--- config.mk ---
export PLATFORM = sky130hd
export DESIGN_NAME = dbg_sba_mem_bridge
export DESIGN_NICKNAME = d
export VERILOG_FILES = /design/src/rtl/dbg_sba_mem_bridge_pkg.sv /design/src/rtl/dbg_sba_mem_bridge_timeout_cnt.sv /design/src/rtl/dbg_sba_mem_bridge.sv
export SDC_FILE = /design/constraint.sdc
export NUM_CORES = 1
export LEC_CHECK = 0
export ABC_AREA = 1
export CAP_MARGIN = 20
export CORE_AREA = 2 2 147 149
export CTS_CLUSTER_DIAMETER = 100
export DETAILED_ROUTE_END_ITERATION = 6
export DIE_AREA = 0 0 149 151
export PLACE_DENSITY_LB_ADDON = 0.12
export SYNTH_ARGS = -nofsm -noshare
export SYNTH_HDL_FRONTEND = slang
export SYNTH_SLANG_ARGS = --single-unit
export TNS_END_PERCENT = 50
--- constraint.sdc ---
create_clock -name clk_i -period 4.8 [get_ports clk_i]
set_input_delay 1.2 -clock clk_i [delete_from_list [all_inputs] [get_ports clk_i]]
set_output_delay 1.2 -clock clk_i [all_outputs]
set_load 0.01 [all_outputs]
--- src/rtl/dbg_sba_mem_bridge_pkg.sv ---
// Shared types and defaults for the debug-module SBA to core-complex memory bridge.
// The timeout feature is enabled by defining SBA_TIMEOUT_EN.
package dbg_sba_mem_bridge_pkg;

    localparam int unsigned SBA_ADDR_W      = 32;
    localparam int unsigned SBA_DATA_W      = 64;
    localparam logic [63:0] SBA_BASE_ADDR   = 64'h0000_0000_8000_0000;
    localparam logic [63:0] SBA_WIN_SIZE    = 64'h0000_0000_1000_0000;
    localparam int unsigned SBA_TIMEOUT_CYC = 1024;

    typedef enum logic [2:0] {
        SBA_IDLE  = 3'd0,
        SBA_ISSUE = 3'd1,
        SBA_WAIT  = 3'd2,
        SBA_RESP  = 3'd3,
        SBA_DRAIN = 3'd4
    } sba_state_e;

    typedef struct packed {
        logic                    we;
        logic [SBA_ADDR_W-1:0]   addr;
        logic [SBA_DATA_W-1:0]   wdata;
        logic [SBA_DATA_W/8-1:0] be;
    } sba_mem_req_t;

endpackage

--- src/rtl/dbg_sba_mem_bridge_timeout_cnt.sv ---
// Response timeout counter for the SBA bridge; instantiated only when SBA_TIMEOUT_EN is defined.
module sba_timeout_cnt
    import dbg_sba_mem_bridge_pkg::*;
#(
    parameter int unsigned TIMEOUT_CYC = SBA_TIMEOUT_CYC
) (
    input  logic clk_i,
    input  logic rst_ni,
    input  logic clear_i,
    input  logic en_i,
    output logic expired_o
);

    localparam int unsigned CNT_W = (TIMEOUT_CYC > 2) ? $clog2(TIMEOUT_CYC) : 1;
    localparam logic [CNT_W-1:0] LAST = CNT_W'(TIMEOUT_CYC - 2);

    logic [CNT_W-1:0] cnt_q, cnt_d;

    always_comb begin
        cnt_d = cnt_q;
        if (clear_i) begin
            cnt_d = '0;
        end else if (en_i && (cnt_q != LAST)) begin
            cnt_d = cnt_q + CNT_W'(1);
        end
    end

    // Fires in the cycle where the count steps to TIMEOUT_CYC-1, so the
    // response slot lands exactly TIMEOUT_CYC cycles after the grant.
    assign expired_o = en_i && (cnt_q == LAST);

    always_ff @(posedge clk_i) begin
        if (!rst_ni) begin
            cnt_q <= '0;
        end else begin
            cnt_q <= cnt_d;
        end
    end

endmodule

--- src/rtl/dbg_sba_mem_bridge.sv ---
// Bridges dm_top's req/gnt/r_valid SBA master port to a single-outstanding valid/ready memory channel.
// Define SBA_TIMEOUT_EN to add the response timeout counter and the DRAIN state.
module dbg_sba_mem_bridge
    import dbg_sba_mem_bridge_pkg::*;
#(
    parameter int unsigned ADDR_W      = SBA_ADDR_W,
    parameter int unsigned DATA_W      = SBA_DATA_W,
    parameter logic [63:0] BASE_ADDR   = SBA_BASE_ADDR,
    parameter logic [63:0] WIN_SIZE    = SBA_WIN_SIZE,
    parameter int unsigned TIMEOUT_CYC = SBA_TIMEOUT_CYC
) (
    input  logic                clk_i,
    input  logic                rst_ni,
    input  logic                dm_req_i,
    input  logic                dm_we_i,
    input  logic [63:0]         dm_addr_i,
    input  logic [DATA_W-1:0]   dm_wdata_i,
    input  logic [DATA_W/8-1:0] dm_be_i,
    output logic                dm_gnt_o,
    output logic                dm_r_valid_o,
    output logic [DATA_W-1:0]   dm_r_rdata_o,
    output logic                dm_r_err_o,
    output logic                dm_r_other_err_o,
    output logic                mem_req_valid_o,
    input  logic                mem_req_ready_i,
    output logic                mem_we_o,
    output logic [ADDR_W-1:0]   mem_addr_o,
    output logic [DATA_W-1:0]   mem_wdata_o,
    output logic [DATA_W/8-1:0] mem_be_o,
    input  logic                mem_rsp_valid_i,
    input  logic [DATA_W-1:0]   mem_rsp_rdata_i,
    input  logic                mem_rsp_err_i
);

    // One extra bit so BASE_ADDR+WIN_SIZE at the top of the space cannot wrap.
    localparam logic [ADDR_W:0] WIN_LO = (ADDR_W+1)'(BASE_ADDR);
    localparam logic [ADDR_W:0] WIN_HI = (ADDR_W+1)'(BASE_ADDR) + (ADDR_W+1)'(WIN_SIZE);

    sba_state_e          state_q, state_d;
    sba_mem_req_t        req_q, req_d;
    logic [DATA_W-1:0]   rdata_q, rdata_d;
    logic                err_q, err_d;
    logic                post_rst_q;
    logic                timeout_hit;
    logic [ADDR_W:0]     addr_ext;
    logic                addr_legal;
    logic                rsp_expected;

    assign addr_ext   = {1'b0, dm_addr_i[ADDR_W-1:0]};
    assign addr_legal = ((dm_addr_i >> ADDR_W) == 64'd0) && (addr_ext >= WIN_LO) && (addr_ext < WIN_HI);

    assign dm_gnt_o        = rst_ni && (state_q == SBA_IDLE) && dm_req_i;
    assign dm_r_valid_o    = (state_q == SBA_RESP);
    assign dm_r_rdata_o    = rdata_q;
    assign dm_r_err_o      = err_q;
    assign mem_req_valid_o = (state_q == SBA_ISSUE);
    assign mem_we_o        = req_q.we;
    assign mem_addr_o      = ADDR_W'(req_q.addr);
    assign mem_wdata_o     = req_q.wdata;
    assign mem_be_o        = req_q.be;

`ifdef SBA_TIMEOUT_EN
    logic oerr_q, oerr_d;
    logic drain_q, drain_d;

    sba_timeout_cnt #(
        .TIMEOUT_CYC (TIMEOUT_CYC)
    ) u_timeout_cnt (
        .clk_i     (clk_i),
        .rst_ni    (rst_ni),
        .clear_i   (dm_gnt_o),
        .en_i      ((state_q == SBA_ISSUE) || (state_q == SBA_WAIT)),
        .expired_o (timeout_hit)
    );

    assign dm_r_other_err_o = oerr_q;
    assign rsp_expected = (state_q == SBA_WAIT) || (state_q == SBA_DRAIN)
                       || ((state_q == SBA_ISSUE) && mem_req_ready_i);
`else
    assign timeout_hit      = 1'b0;
    assign dm_r_other_err_o = 1'b0;
    assign rsp_expected = (state_q == SBA_WAIT) || ((state_q == SBA_ISSUE) && mem_req_ready_i);
`endif

    always_comb begin
        state_d = state_q;
        req_d   = req_q;
        rdata_d = rdata_q;
        err_d   = err_q;
`ifdef SBA_TIMEOUT_EN
        oerr_d  = oerr_q;
        drain_d = drain_q;
`endif
        case (state_q)
            SBA_IDLE: begin
                if (dm_gnt_o) begin
                    req_d.we    = dm_we_i;
                    req_d.addr  = SBA_ADDR_W'(dm_addr_i[ADDR_W-1:0]);
                    req_d.wdata = dm_wdata_i;
                    req_d.be    = dm_be_i;
                    if (addr_legal) begin
                        state_d = SBA_ISSUE;
                    end else begin
                        state_d = SBA_RESP;
                        rdata_d = '0;
                        err_d   = 1'b1;
`ifdef SBA_TIMEOUT_EN
                        oerr_d  = 1'b0;
                        drain_d = 1'b0;
`endif
                    end
                end
            end
            SBA_ISSUE: begin
                if (mem_req_ready_i && mem_rsp_valid_i) begin
                    state_d = SBA_RESP;
                    rdata_d = req_q.we ? '0 : mem_rsp_rdata_i;
                    err_d   = mem_rsp_err_i;
`ifdef SBA_TIMEOUT_EN
                    oerr_d  = 1'b0;
                    drain_d = 1'b0;
                end else if (timeout_hit) begin
                    // If the slave took the request this cycle its response is still owed.
                    state_d = SBA_RESP;
                    rdata_d = '0;
                    err_d   = 1'b0;
                    oerr_d  = 1'b1;
                    drain_d = mem_req_ready_i;
`endif
                end else if (mem_req_ready_i) begin
                    state_d = SBA_WAIT;
                end
            end
            SBA_WAIT: begin
                if (mem_rsp_valid_i) begin
                    state_d = SBA_RESP;
                    rdata_d = req_q.we ? '0 : mem_rsp_rdata_i;
                    err_d   = mem_rsp_err_i;
`ifdef SBA_TIMEOUT_EN
                    oerr_d  = 1'b0;
                    drain_d = 1'b0;
                end else if (timeout_hit) begin
                    state_d = SBA_RESP;
                    rdata_d = '0;
                    err_d   = 1'b0;
                    oerr_d  = 1'b1;
                    drain_d = 1'b1;
`endif
                end
            end
            SBA_RESP: begin
                state_d = SBA_IDLE;
`ifdef SBA_TIMEOUT_EN
                if (drain_q) begin
                    state_d = SBA_DRAIN;
                end
            end
            SBA_DRAIN: begin
                if (mem_rsp_valid_i) begin
                    state_d = SBA_IDLE;
                end
`endif
            end
            default: state_d = SBA_IDLE;
        endcase
    end

    always_ff @(posedge clk_i) begin
        if (!rst_ni) begin
            state_q    <= SBA_IDLE;
            req_q      <= '0;
            rdata_q    <= '0;
            err_q      <= 1'b0;
            post_rst_q <= 1'b1;
`ifdef SBA_TIMEOUT_EN
            oerr_q     <= 1'b0;
            drain_q    <= 1'b0;
`endif
        end else begin
            state_q    <= state_d;
            req_q      <= req_d;
            rdata_q    <= rdata_d;
            err_q      <= err_d;
            post_rst_q <= 1'b0;
`ifdef SBA_TIMEOUT_EN
            oerr_q     <= oerr_d;
            drain_q    <= drain_d;
`endif
        end
    end

    // Stray responses are dropped; the first cycle after reset may still carry an abandoned one.
    a_no_stray_rsp: assert property (@(posedge clk_i) disable iff (!rst_ni)
        (mem_rsp_valid_i && !post_rst_q) |-> rsp_expected);

    a_timeout_cfg: assert property (@(posedge clk_i) TIMEOUT_CYC >= 2);

endmodule
# ---- Word level (Yosys, flattened, before mapping)
# Index checks and enable logic that the tools add are counted.
dict set report totals {
  reg_bits 173
  input_bits 207
  output_inout_bits 174
  word_cells 45
}
dict set report op_classes {
  magnitude_cmp 2
  eq_ne 8
  mux 17
  reduce_logical 11
}
# op count
set ops {}
lappend ops {{64-bit two-way mux} 5}
lappend ops {{64-bit one-hot mux with 3 select lines} 1}
lappend ops {{64-bit zero test} 1}
lappend ops {{32-bit >= comparator (second input constant)} 1}
lappend ops {{32-bit less-than comparator (second input constant)} 1}
lappend ops {{3-bit two-way mux} 4}
lappend ops {{3-bit one-hot mux with 3 select lines} 1}
lappend ops {{3-bit by 2-bit == test with 1-bit output (second input constant)} 2}
lappend ops {{2-bit != test (second input constant)} 3}
lappend ops {{1-bit logical AND} 5}
lappend ops {{5-bit AND reduction} 1}
lappend ops {{1-bit two-way mux} 4}
lappend ops {{3-bit by 1-bit == test with 1-bit output (second input constant)} 1}
lappend ops {{3-bit zero test} 1}
lappend ops {{3-bit by 1-bit != test with 1-bit output (second input constant)} 1}
lappend ops {{1-bit one-hot mux with 3 select lines} 1}
lappend ops {{3-bit AND reduction} 1}
lappend ops {{3-bit nonzero test} 1}
lappend ops {{2-bit two-way mux} 1}
lappend ops {{2-bit by 1-bit != test with 1-bit output (second input constant)} 1}
lappend ops {{2-bit AND reduction} 1}

# ---- Logic depth before layout (Yosys ltp)
# Gate-level depths: netlist (run 1).
dict set report logic_depth {
  word_depth 6
  depth_mapped 12
  mapped_depth_nobuf 11
}

# ---- Worst setup path before layout (run 1)
# OpenSTA, ideal clock, no wires.
dict set report synth_timing {
  kind {input-to-output}
  startpoint {input rst_ni}
  endpoint {output dm_gnt_o}
  arrival_time_ps 1554
  t_required_ps 3600
  path_slack_ps 2046
  cell_stages 3
  n_path_buf 1
  cell_sequence {buf_2 inv_2 nor2_2}
}
dict set report synth_via {
  elab_chain_cells 2
}
# item line
set synth_rtl {}
lappend synth_rtl {{from (decl)} dbg_sba_mem_bridge.sv:13} ;# input logic rst_ni,
lappend synth_rtl {{1-bit logical AND (2 in series)} dbg_sba_mem_bridge.sv:52} ;# assign dm_gnt_o = rst_ni && (state_q == SBA_IDLE) && dm_req_i;
lappend synth_rtl {{to (decl)} dbg_sba_mem_bridge.sv:19} ;# output logic dm_gnt_o,
# No other way between the ends.

# ---- Final worst setup path (run 1)
dict set report layout_timing {
  startpoint {input dm_req_i}
  endpoint {output dm_gnt_o}
}
dict set report layout_via {
  elab_chain_cells 1
}
# item line
set layout_rtl {}
lappend layout_rtl {{from (decl)} dbg_sba_mem_bridge.sv:14} ;# input logic dm_req_i,
lappend layout_rtl {{1-bit logical AND} dbg_sba_mem_bridge.sv:52}
# No other way between the ends.

==> impl_summary.log, run 1 <==
INFO  metric worstSetupStartpoint = dm_req_i
INFO  metric seq_area_frac_synth = 0.506
INFO  metric final_antenna_diode_count = 0
INFO  metric groute.usage.overall = 0.198
INFO  metric synth_top_cell_by_area = sky130_fd_sc_hd__dfxtp_1
INFO  metric commonest_cells_after_routing_fill_and_taps_aside = sky130_fd_sc_hd__clkdlybuf4s50_1, sky130_fd_sc_hd__nand2_1, sky130_fd_sc_hd__nor2_1, sky130_fd_sc_hd__dfxtp_1, sky130_fd_sc_hd__a21oi_1
INFO  metric row_count = 53
INFO  metric p_sw_frac = 0.376
INFO  metric timing_worst_slew_pin_value = 0.968 ns
INFO  metric avgViaCountPerCell = 4.44
INFO  metric grt_setup_unrepaired = no
INFO  metric insertion_delay = 0.42 ns
INFO  metric port_buffers = 379
INFO  metric power.net_switching = 2420 uW
INFO  metric synth_warnings = 0
INFO  metric detailedRoute.firstPassIterationCount = 4
INFO  metric rr_startpoint = state_q[0]
INFO  metric min_from = mem_wdata_o[24]
INFO  metric setup.worst_path.end_class = output port
INFO  metric numClockSinks = 172
INFO  metric final_design_area_no_fill = 11400 um^2
INFO  metric timing.critical_path.required = 3.60 ns
INFO  metric grt_first_pass_wirelength = 35.1 mm
INFO  metric r2r_cells = 8
INFO  metric post_cts_hold_buffer_count = 0
INFO  metric cts_root_buffer = sky130_fd_sc_hd__clkbuf_16
INFO  metric synth-seq-cells = 172
INFO  metric hp-class = reg2reg
INFO  metric worst-path-max-fanout = 24
INFO  metric tritoncts = built
INFO  metric worst_slew_margin_rel = 0.353
INFO  metric cellInternalPower = 4030 uW
INFO  metric die_width = 149 um
INFO  metric drtIter0Drc = 278
INFO  metric period_share = 0.792
INFO  metric grt-ovfl-total = 0
INFO  metric area_of_the_placeable_core = 20800 um^2
INFO  metric nets = 1545
INFO  metric synth_nets = 1203
INFO  metric remaining_drc_errors = 0
INFO  metric seqPwrFrac = 0.312
INFO  metric timing.critical_path.from_type = primary input
INFO  metric cts-htree-levels = 4
INFO  metric cp.arrival = 2.60 ns
INFO  metric maxCapViolations = 0
INFO  metric clock_path_buffers = 2
INFO  metric post-synth-top-area-fraction = 0.506
INFO  metric worst_clock_skew = 0.00675 ns
INFO  metric status = finished, final reports clean
INFO  metric floorplan.die.height = 151 um
INFO  metric ios = 381
INFO  metric post_synth_num_cell_types = 20
INFO  metric max_freq = 263 MHz
INFO  metric antenna_violations_before_repair = 0
INFO  metric area_growth = 67.2%
INFO  metric setup_viol = 0
INFO  metric detail_route.wirelength = 23.2 mm
INFO  metric synthTopCellsByArea = sky130_fd_sc_hd__dfxtp_1, sky130_fd_sc_hd__nand2_1, sky130_fd_sc_hd__nor2_1, sky130_fd_sc_hd__a21oi_1, sky130_fd_sc_hd__nand3_1
INFO  metric depth_of_the_worst_hold_timing_path = 2
INFO  metric synthesis.area = 6810 um^2
INFO  metric p_leak = 0.00469 uW
INFO  metric synthesis.instances = 991
INFO  metric setup_total_neg_slack = 0 ns
INFO  metric via_count_of_the_first_global_routing_pass = 6687
INFO  metric ff2ff_setup_slack = 2.11 ns
INFO  metric mostFrequentLayoutCell = sky130_fd_sc_hd__clkdlybuf4s50_1
INFO  metric detail-route-antenna-nets = 0
INFO  metric hold_viol_final = 0
INFO  metric gpl.final_weighted_congestion = 0.768
INFO  metric post-dp-hpwl = 16.1 mm
INFO  metric vdd.ir_drop.worst = 223 uV
INFO  metric overall_via_count_from_detail_route = 7188
INFO  metric share_comb_of_total_power = 0.457
INFO  metric post_synth.cell_area_avg = 6.87 um^2
INFO  metric die_area = 22500 um^2
INFO  metric worst-setup-path-type = in2out
INFO  metric final_layout_size_suffix_gt1_frac = 0.0357
INFO  metric cts_buffers = 17
INFO  metric finalPower = 6450 uW
INFO  metric initial_core_utilization = 0.327
INFO  metric routedWlPerCell = 14.3 um
INFO  metric post-cts-setup-buffer-count = 0
INFO  metric clkPwrFrac = 0.231
INFO  metric final-max-slew-violation-count = 0
INFO  metric post_cts_resized = 0
INFO  metric pwr_dens = 567 nW/um^2
INFO  metric clkSlewWorstSetupHoldPaths = 0.06 ns
INFO  metric grt_start_max_net_pins = 89
INFO  metric detailed_place.area = 10800 um^2
INFO  metric min_period = 3.80 ns
## power groups by stage
stage	Combinational [uW]	Sequential [uW]	Clock, uW
2_1_floorplan	1510	2210	0
3_3_place_gp	2960	2030	0
3_5_place_dp	2990	2050	0
4_1_cts	3000	2020	1530
5_1_grt	3290	2060	1600
6_report	2940	2010	1490
## worst paths after layout
check,endpoint
max,dm_gnt_o
min,mem_wdata_o[24]
max reg2reg,dm_r_rdata_o[42]
min reg2reg,mem_wdata_o[24]
## metal layers
metal | part of all wire | track usage
met1 | 0.41 | 0.228
met5 | 0 | 0
met3 | 0.085 | 0.0741
met2 | 0.47 | 0.332
met4 | 0.033 | 0.0824
## area by class of cell
type                       count  area (um^2)
sequential                   172         3440
fill                        2075         9440
timing repair buffer         387         3850
clock inverter                13          188
multi-input combinational    700         2910
tap                          275          344
inverter                      55          208
clock buffer                  18          439
## worst max-delay path, cell delays in order
cell and delay [ns]:
sky130_fd_sc_hd__clkdlybuf4s50_1 0.51, sky130_fd_sc_hd__nand2_4 0.19, sky130_fd_sc_hd__nor2_2 0.16, sky130_fd_sc_hd__clkdlybuf4s50_1 0.55
## metrics by stage
stage                     hold slack (ns)  std cells  utilization  setup WS, ns
after CTS                           0.465       1620        0.547         0.972
after detailed placement            0.455       1589        0.517         0.969
final                               0.463       1620        0.547         0.997
after global routing                0.479       1620        0.547         0.920
after floorplan                     0.490        991            -          2.05
after global placement              0.449       1589        0.517         0.983
## Yosys cell counts, drive strengths merged
cell type / n
clkinv: 1
clkbuf: 48
nand2: 310
conb: 1
nor4: 1
nand3: 46
o21ai: 24
ha: 5
a21oi: 86
o21bai: 1
buf: 16
nor3b: 1
nor2: 225
dfxtp: 172
inv: 54
## registers in the layout, summed over array words and instances (netlist names)
| register | cells |
|---|---|
| mem_addr_o | 32 |
| mem_we_o | 1 |
| mem_be_o | 8 |
| mem_wdata_o | 64 |
| state_q | 2 |
| dm_r_rdata_o | 64 |
| dm_r_err_o | 1 |
## cells by family after synthesis
family,synth area share
other cells,0.000551
compound gates,0.0820
flops,0.506
simple gates,0.334
fa+ha+maj,0.00919
buf+inv,0.0689
(Power assumes the default switching activity.)
==> run 2, diff against run 1 <==
--- a/config.mk
+++ b/config.mk
@@ -7,10 +7,10 @@
 export LEC_CHECK = 0
 export ABC_AREA = 1
 export CAP_MARGIN = 20
-export CORE_AREA = 2 2 147 149
+export CORE_AREA = 2 2 148 150
 export CTS_CLUSTER_DIAMETER = 100
 export DETAILED_ROUTE_END_ITERATION = 6
-export DIE_AREA = 0 0 149 151
+export DIE_AREA = 0 0 150 152
 export PLACE_DENSITY_LB_ADDON = 0.12
 export SYNTH_ARGS = -nofsm -noshare
 export SYNTH_HDL_FRONTEND = slang
==> constraint.sdc (replaced) <==
create_clock -name clk_i -period 3.67 [get_ports clk_i]
set_input_delay 0.9175 -clock clk_i [delete_from_list [all_inputs] [get_ports clk_i]]
set_output_delay 0.9175 -clock clk_i [all_outputs]
set_load 0.01 [all_outputs]
==> run 2 against run 1 <==
- sequential power increased by 31%
- highest routed layer unchanged
- wire length decreased by 0.51%
- clock power increased by 26%
- global-route usage increased by 0.11 points
- core utilization decreased by 1.1 points
- via count decreased by 0.96%
- flip-flop and latch count unchanged
- cell count increased by 0.56%
- largest power group unchanged
- final area increased by 0.40%
==> impl_summary.log, run 2 (synthesized netlist as in run 1, its figures left out) <==
INFO  metric clkPwrFrac = 0.222
INFO  metric detail-route-antenna-nets = 0
INFO  metric grt_start_max_net_pins = 89
INFO  metric nets = 1548
INFO  metric timing_worst_slew_pin_value = 0.952 ns
INFO  metric row_count = 54
INFO  metric initial_core_utilization = 0.319
INFO  metric die_width = 150 um
INFO  metric post-cts-setup-buffer-count = 0
INFO  metric setup_viol = 0
INFO  metric final-max-slew-violation-count = 0
INFO  metric drtIter0Drc = 292
INFO  metric final-instance-count-excl-fill = 1629
INFO  metric hp-class = reg2reg
INFO  metric port_buffers = 379
INFO  metric die_area = 22800 um^2
INFO  metric ff2ff_setup_slack = 1.34 ns
INFO  metric cts_root_buffer = sky130_fd_sc_hd__clkbuf_16
INFO  metric timing.critical_path.required = 2.75 ns
INFO  metric p_leak = 0.00471 uW
INFO  metric share_comb_of_total_power = 0.465
INFO  metric pwr_dens = 737 nW/um^2
INFO  metric worst_slew_margin_rel = 0.365
INFO  metric rr_startpoint = state_q[0]
INFO  metric status = finished, final reports clean
INFO  metric r2r_end = mem_addr_o[21]
INFO  metric post_cts_hold_buffer_count = 0
INFO  metric post_cts_resized = 0
INFO  metric insertion_delay = 0.43 ns
INFO  metric remaining_drc_errors = 0
INFO  metric final_layout_size_suffix_gt1_frac = 0.0378
INFO  metric min_period = 3.07 ns
INFO  metric commonest_cells_after_routing_fill_and_taps_aside = sky130_fd_sc_hd__clkdlybuf4s50_1, sky130_fd_sc_hd__nand2_1, sky130_fd_sc_hd__nor2_1, sky130_fd_sc_hd__dfxtp_1, sky130_fd_sc_hd__a21oi_1
INFO  metric worst-path-max-fanout = 3
INFO  metric post-dp-hpwl = 16.0 mm
INFO  metric vdd.ir_drop.worst = 383 uV
INFO  metric avgViaCountPerCell = 4.37
INFO  metric area.sequential = 3440 um^2
INFO  metric gpl.final_weighted_congestion = 0.786
INFO  metric seqPwrFrac = 0.313
INFO  metric dpl.cell_count = 1597
INFO  metric timing.critical_path.from_type = primary input
INFO  metric grt_setup_unrepaired = no
INFO  metric final_antenna_diode_count = 0
INFO  metric max_freq = 326 MHz
INFO  metric area_growth = 67.8%
INFO  metric detailedRoute.firstPassIterationCount = 4
INFO  metric area_of_the_placeable_core = 21400 um^2
INFO  metric grt-ovfl-total = 0
INFO  metric worst-setup-path-type = in2out
INFO  metric cellInternalPower = 5220 uW
INFO  metric numClockSinks = 172
INFO  metric p_sw_frac = 0.379
INFO  metric period_share = 0.836
INFO  metric groute.usage.overall = 0.199
INFO  metric final_util = 0.535
INFO  metric n_fill_cell = 2108
INFO  metric overall_via_count_from_detail_route = 7119
INFO  metric detail_route.wirelength = 23.1 mm
INFO  metric worst_clock_skew = 0.0101 ns
INFO  metric mostFrequentLayoutCell = sky130_fd_sc_hd__clkdlybuf4s50_1
INFO  metric setup.worst_path.end_class = output port
INFO  metric antenna_violations_before_repair = 0
INFO  metric cp.arrival = 2.15 ns
INFO  metric r2r_cells = 7
INFO  metric clock_path_buffers = 2
INFO  metric power.net_switching = 3190 uW
INFO  metric maxCapViolations = 0
INFO  metric grt_first_pass_wirelength = 35.8 mm
INFO  metric finalPower = 8420 uW
INFO  metric setup.worst_path.end = dm_gnt_o
INFO  metric cts-htree-levels = 4
INFO  metric ios = 381
INFO  metric setup_total_neg_slack = 0 ns
INFO  metric cts_buffers = 17
INFO  metric routedWlPerCell = 14.2 um
INFO  metric tritoncts = built
INFO  metric via_count_of_the_first_global_routing_pass = 6833
INFO  metric worstSetupStartpoint = dm_req_i
INFO  metric hold_viol_final = 0
INFO  metric total_area_of_multi_input_combinational_cells = 2910 um^2
INFO  metric floorplan.die.height = 152 um
INFO  metric clkSlewWorstSetupHoldPaths = 0.06 ns
## run 2: worst min path at each step
stage	startpoint	cells past startpoint	end	slack (ns)
after global routing	mem_wdata_o[46]	2	mem_wdata_o[46]	0.48
after floorplan	mem_addr_o[0]	2	mem_addr_o[0]	0.49
after global placement	dm_r_rdata_o[5]	2	dm_r_rdata_o[5]	0.45
after CTS	mem_wdata_o[4]	2	mem_wdata_o[4]	0.46
after detailed placement	mem_be_o[4]	2	mem_be_o[4]	0.45
final	mem_wdata_o[4]	2	mem_wdata_o[4]	0.46
## run 2: area by class of cell
class	instances	share of cell area
timing repair buffer	390	0.342
inverter	55	0.0182
clock buffer	20	0.0400
tap	280	0.0307
clock inverter	12	0.0135
sequential	172	0.301
multi-input combinational	700	0.254
## run 2: power by group through the flow
stage / Sequential, uW / Combinational (uW) / Clock (uW)
final: 2630 / 3920 / 1870
after global routing: 2700 / 4390 / 2010
after CTS: 2640 / 4000 / 1930
after detailed placement: 2670 / 3980 / 0
after global placement: 2650 / 3970 / 0
after floorplan: 2900 / 1980 / 0
## run 2: layer usage
layer | up-vias | track usage | share of wire
li1 | 3725 | - | -
met1 | 3083 | 0.224 | 0.40
met2 | 260 | 0.330 | 0.46
met3 | 51 | 0.0784 | 0.097
met4 | 0 | 0.0930 | 0.038
met5 | - | 0 | 0
## run 2: critical path: stages
cell	delay, ns
sky130_fd_sc_hd__clkdlybuf4s50_1	0.51
sky130_fd_sc_hd__nand2_4	0.07
sky130_fd_sc_hd__nor2_2	0.11
sky130_fd_sc_hd__clkdlybuf4s50_1	0.55
## run 2: metrics by stage
step / hold slack, ns / setup WS, ns / instance area [um^2]
global placement: 0.449 / 0.617 / 10800
finish: 0.464 / 0.600 / 11400
floorplan: 0.490 / 1.37 / 6810
global route: 0.483 / 0.562 / 11400
CTS: 0.464 / 0.606 / 11400
detailed placement: 0.454 / 0.606 / 10800
